===== src/rtl/hazard_stall_ctrl.sv =====
// hazard_stall_ctrl: decides each cycle whether fetch/decode advance, and
// whether DEC/EX captures the decoded instruction or a bubble. Covers taken
// branch/jump redirects, load-use hazards and the Hi/Lo busy window of the
// multi-cycle multiply/divide unit, and keeps a saturating stall counter.
//
// state    | meaning
// ---------+-----------------------------------------------
// RUN      | MDU counter is 0, Hi/Lo is available
// MDU_BUSY | MDU counter nonzero, Hi/Lo result still pending
module hazard_stall_ctrl #(
    parameter int MDU_CYCLES = 4,
    parameter int COUNT_W    = 16
) (
    input  logic               Clk,
    input  logic               Rst,
    input  logic [4:0]         IDRs,
    input  logic [4:0]         IDRt,
    input  logic               IDUsesRs,
    input  logic               IDUsesRt,
    input  logic               IDIsMdu,
    input  logic               IDReadsHiLo,
    input  logic               EXMemRead,
    input  logic               EXRegWrite,
    input  logic [4:0]         EXWriteReg,
    input  logic               EXBranchTaken,
    input  logic               EXJump,
    output logic               PCWrite,
    output logic               IFIDWrite,
    output logic               IFIDFlush,
    output logic               DECEXFlush,
    output logic               MduStart,
    output logic               MduBusy,
    output logic [COUNT_W-1:0] StallCount
);

    localparam logic [3:0] MDU_LOAD = 4'(MDU_CYCLES);

    typedef enum logic {
        RUN      = 1'b0,
        MDU_BUSY = 1'b1
    } state_t;

    state_t               state_q, state_d;
    logic [3:0]           mdu_cnt_q, mdu_cnt_d;
    logic                 mdu_busy_q, mdu_busy_d;
    logic                 mdu_start_q, mdu_start_d;
    logic [COUNT_W-1:0]   stall_cnt_q, stall_cnt_d;

    logic redirect;
    logic load_use;
    logic hilo_haz;
    logic stall;
    logic issue;

    // Hazard detection from decode fields and the EX-stage control bits.
    always_comb begin
        redirect = EXBranchTaken | EXJump;
        load_use = EXMemRead & EXRegWrite & (EXWriteReg != 5'd0) &
                   ((IDUsesRs & (IDRs == EXWriteReg)) |
                    (IDUsesRt & (IDRt == EXWriteReg)));
        hilo_haz = mdu_busy_q & (IDIsMdu | IDReadsHiLo);
        stall    = ~redirect & (load_use | hilo_haz);
        issue    = IDIsMdu & ~redirect & ~stall & ~Rst;
    end

    // Pipeline enables and flushes; reset wins, then redirect, then stall.
    always_comb begin
        PCWrite    = 1'b1;
        IFIDWrite  = 1'b1;
        IFIDFlush  = 1'b0;
        DECEXFlush = 1'b0;
        if (Rst) begin
            PCWrite    = 1'b0;
            IFIDWrite  = 1'b0;
            IFIDFlush  = 1'b1;
            DECEXFlush = 1'b1;
        end else if (redirect) begin
            IFIDFlush  = 1'b1;
            DECEXFlush = 1'b1;
        end else if (stall) begin
            PCWrite    = 1'b0;
            IFIDWrite  = 1'b0;
            DECEXFlush = 1'b1;
        end
    end

    // Next state: an issue reloads the window (even on its last cycle); the
    // window keeps counting through stalls and redirects since the op is in EX.
    always_comb begin
        mdu_cnt_d = mdu_cnt_q;
        if (issue) begin
            mdu_cnt_d = MDU_LOAD;
        end else if (state_q == MDU_BUSY) begin
            mdu_cnt_d = mdu_cnt_q - 4'd1;
        end
        state_d     = (mdu_cnt_d != 4'd0) ? MDU_BUSY : RUN;
        mdu_busy_d  = (mdu_cnt_d != 4'd0);
        mdu_start_d = issue;
        stall_cnt_d = stall_cnt_q;
        if (stall && (stall_cnt_q != {COUNT_W{1'b1}})) begin
            stall_cnt_d = stall_cnt_q + COUNT_W'(1);
        end
    end

    // State, MDU window and statistics registers with synchronous reset.
    always_ff @(posedge Clk) begin
        if (Rst) begin
            state_q     <= RUN;
            mdu_cnt_q   <= 4'd0;
            mdu_busy_q  <= 1'b0;
            mdu_start_q <= 1'b0;
            stall_cnt_q <= '0;
        end else begin
            state_q     <= state_d;
            mdu_cnt_q   <= mdu_cnt_d;
            mdu_busy_q  <= mdu_busy_d;
            mdu_start_q <= mdu_start_d;
            stall_cnt_q <= stall_cnt_d;
        end
    end

    assign MduStart   = mdu_start_q;
    assign MduBusy    = mdu_busy_q;
    assign StallCount = stall_cnt_q;

endmodule


===== config.mk =====
export PLATFORM = sky130hd
export DESIGN_NAME = hazard_stall_ctrl
export DESIGN_NICKNAME = d
export VERILOG_FILES = /design/src/rtl/hazard_stall_ctrl.sv
export SDC_FILE = /design/constraint.sdc
export NUM_CORES = 1
export LEC_CHECK = 0
export CAP_MARGIN = 20
export CELL_PAD_IN_SITES_DETAIL_PLACEMENT = 1
export CELL_PAD_IN_SITES_GLOBAL_PLACEMENT = 2
export CORE_MARGIN = 1.5
export CORE_UTILIZATION = 26
export CTS_CLUSTER_SIZE = 14
export DETAILED_ROUTE_END_ITERATION = 7
export PLACE_DENSITY = 0.81
export SYNTH_ARGS = -nofsm -noshare
export SYNTH_HDL_FRONTEND = slang
export SYNTH_SLANG_ARGS = --single-unit

===== constraint.sdc =====
create_clock -name Clk -period 3.68 [get_ports Clk]
set_input_delay 0.736 -clock Clk [delete_from_list [all_inputs] [get_ports Clk]]
set_output_delay 0.736 -clock Clk [all_outputs]
set_load 0.1 [all_outputs]

==> metrics.csv, run 1 <==
stage,metric,value,unit
yosys,post-synthesis mux area share,0.0346,
sta,WHS,0.516,ns
yosys,syn nets,184,
sta,fin crit period,3.38,ns
placed_design,Setup WS pre-CTS,0.257,ns
yosys,"Seq/Total Area, Yosys",0.348,
power_and_ir_drop,Peak supply drop,245,uV
power_and_ir_drop,Static Leak,0.000627,uW
grt,vias in the first global route,1343,
layout,share of cells above drive strength 1,0.0900,
drt,WL per Instance,14.5,um
yosys,Yosys top cell area share,0.348,
cts,H-tree depth,1,
floorplan,Die Width,72.8,um
floorplan,Die H,72.8,um
sta,unrepaired setup endpoints after global routing,false,
power_and_ir_drop,Clk network pwr share,0.274,
sta,clock skew,0.00149,ns
min_path,Hold Path Class,flip-flop to flip-flop,
yosys,"flops & latches, synth",22,
drt,# DRC,0,
floorplan,Initial Util,0.270,
yosys,main combinational cell family by area after synthesis,simple AND/OR/NAND/NOR gates,
sta,Post-Route Setup TNS,0,ns
layout,final core utilization,0.403,
drt,routed wire length,3.68,mm
cts,CTS sink count,22,
drt,Initial DRC Count,65,
sta,Final period util,0.919,
power_and_ir_drop,sw frac,0.352,
drt,via count,1300,
cts,clk_lat worst skew,0.26,ns
cts,Clock Tree Buf Depth,2,
yosys,Synth Area in Compound Gates,0.172,
cts,CTS tree,yes,
floorplan,core area,4690,um2
drt,Initial DRT Pass Iterations,3,
floorplan,Ports,47,
drt,vias per cell,5.12,
worst_setup_path,Crit path arrival time,2.65,ns
grt,initial antenna violation count,0,
floorplan,row count,25,
drt,Post-DRT Antenna Nets,0,
worst_setup_path,crit path launch type,primary input,
yosys,synthesized area per cell,8.06,um2
worst_setup_path,critical path capture point type,primary output,
sta,slew margin rel.,0.339,
job,Max-Cap Viols,0,
sta,Fmax,296,MHz
yosys,Synth Warn #,0,
placed_design,I/O Buffers,46,
layout,Area Overhead vs Synth,49.6,%
sta,Setup WS post-layout,0.298,ns
yosys,Post-Syn Area,1260,um2
power_and_ir_drop,Pint,541,uW
cts,CTS Hold Bufs,0,
yosys,Syn Inst Count,157,
yosys,largest cells by area after synthesis,"dfxtp_1 (35%), xnor2_1 (9.0%), or3_1 (7.4%), a21oi_1 (6.3%), o21ai_0 (5.1%)",
power_and_ir_drop,Flop pwr share,0.367,
grt,Global Route Usage Sum,0.145,
yosys,cell taking the most area after synthesis,dfxtp_1,
power_and_ir_drop,Gate power share,0.359,
yosys,Adder-Cell Fraction of Synth Area,0.0198,
yosys,post-synthesis simple-gate area fraction,0.291,
layout,Nets,228,
worst_setup_path,Worst Path Required,2.94,ns
grt,pin count of the biggest net entering global routing,29,
grt,global-route wire length before repair,6.04,mm
worst_setup_path,CP Max Fanout,3,
outcome,outcome,"finished, final reports clean",
cts,clk slew on worst S/H paths,0.08,ns
cts,clock root buffer master,clkbuf_8,
placed_design,final RePlAce weighted congestion,0.717,
sta,measured slew at the worst slew-check pin,0.989,ns
cts,Num CTS Buffers,3,
layout,n_diodes,0,
yosys,post-synthesis xor/xnor area fraction,0.0900,
sta,Hold Fails Final Rpt,0,
sta,Final Setup Violations,0,
placed_design,HPWL after detailed placement,2.91,mm
sta,"Slew Viols, Final",0,
power_and_ir_drop,sw power,293,uW
cts,Post-CTS Resized,0,
grt,GRT overflow,0,
cts,post-CTS setup buffer count,0,
yosys,Yosys cell types,35,
power_and_ir_drop,P per Cell Area,441,nW/um2
worst_setup_path,crit path kind,primary input to primary output,
floorplan,die area,5290,um2
## power groups by stage
stage          clock network, uW  registers [uW]  logic [uW]
3_5_place_dp                   0             312         302
2_1_floorplan                  0             347         175
3_3_place_gp                   0             307         290
4_1_cts                      236             307         302
6_report                     229             306         299
5_1_grt                      245             312         323
## critical path: stages
cell and delay [ns]:
clkdlybuf4s50_1 0.48, or3_1 0.40, o311a_1 0.35, a31oi_2 0.25
nor2b_4 0.24, buf_12 0.19
## placed cells by master (no fill, tap or decap), types with 2 or more instances in the layout
master	synthesis	routed
nand2_1	11	11
nand3_1	5	5
nor3_1	2	2
a21oi_1	16	16
clkdlybuf4s50_1	0	42
a31oi_1	3	2
or3_1	15	15
buf_12	0	4
nand2b_1	2	2
inv_1	4	4
ha_1	2	2
mux2_1	2	2
nand4_1	5	5
xnor2_1	13	13
o21ai_0	13	13
and3_1	2	2
clkbuf_8	0	3
or4_1	2	2
nor2b_1	4	3
buf_4	1	2
and4_1	2	2
nor2_1	10	10
dfxtp_1	22	22
## kinds of logic after synthesis
family,count (synthesis)
XOR/XNOR,13
AND/OR/NAND/NOR,66
AO/OA/AOI/OAI,37
flip-flops,22
adder cells (fa/ha/maj),2
multiplexers,4
buffers and inverters,13
## per-stage QoR
stage | power [uW] | cell area [um2] | std cells
final | 834 | 1890 | 254
after global routing | 880 | 1890 | 254
after CTS | 845 | 1890 | 254
after detailed placement | 614 | 1820 | 250
after global placement | 597 | 1820 | 250
after floorplan | 522 | 1270 | 157
## cell usage after synthesis
library cell,n
or4_1,2
xnor2_1,13
nor3_1,2
a21oi_1,16
mux2_2,1
o22ai_2,1
buf_4,1
nor3b_1,1
o311a_1,1
and2_1,1
and4_4,1
and3_1,2
nand2_1,11
a211o_1,1
dfxtp_1,22
nand2_2,1
nor4b_1,1
ha_1,2
o31ai_1,1
nand2b_1,2
a2111oi_2,1
mux2_1,2
nand3_1,5
nor2b_1,4
inv_1,4
buf_2,3
or3_1,15
clkbuf_1,5
nor2_1,10
o21ai_0,13
nand4_1,5
a31oi_1,3
mux2i_1,1
or2_2,1
and4_1,2
## layer usage
metal  GRT usage  routed length [um]  part of all wire
met3      0.0304                  76             0.021
met5           0                   0                 0
met2       0.275                2010              0.54
met4      0.0314                  25            0.0068
met1       0.164                1580              0.43
## flip-flops by register name (all words and copies together) (netlist names)
signal	cells
mdu_cnt_q	4
StallCount	16
state_q	1
MduStart	1
## final cells by class
class                           instances  area [um2]
Fill cell                             556        2800
Clock buffer                            3        41.3
Multi-Input combinational cell        122         782
Timing Repair Buffer                   48         515
Inverter                                4        15.0
Sequential cell                        22         440
Clock inverter                          1        30.0
Tap cell                               54        67.6
## final timing paths
kind | from | endpoint | slack (ns) | cells past startpoint
max | EXWriteReg[0] | IFIDWrite | 0.30 | 6
min | StallCount[14] | StallCount[14] | 0.52 | 2
max reg2reg | StallCount[4] | StallCount[15] | 1.64 | 6
min reg2reg | StallCount[14] | StallCount[14] | 0.52 | 2
Power figures use the tool's default switching activity.
==> run 2: changes to the inputs <==
Settings changed: SLEW_MARGIN from default to 10.
==> results of run 2 <==
No change in the layout: final DEF, timing and power equal those of run 1.
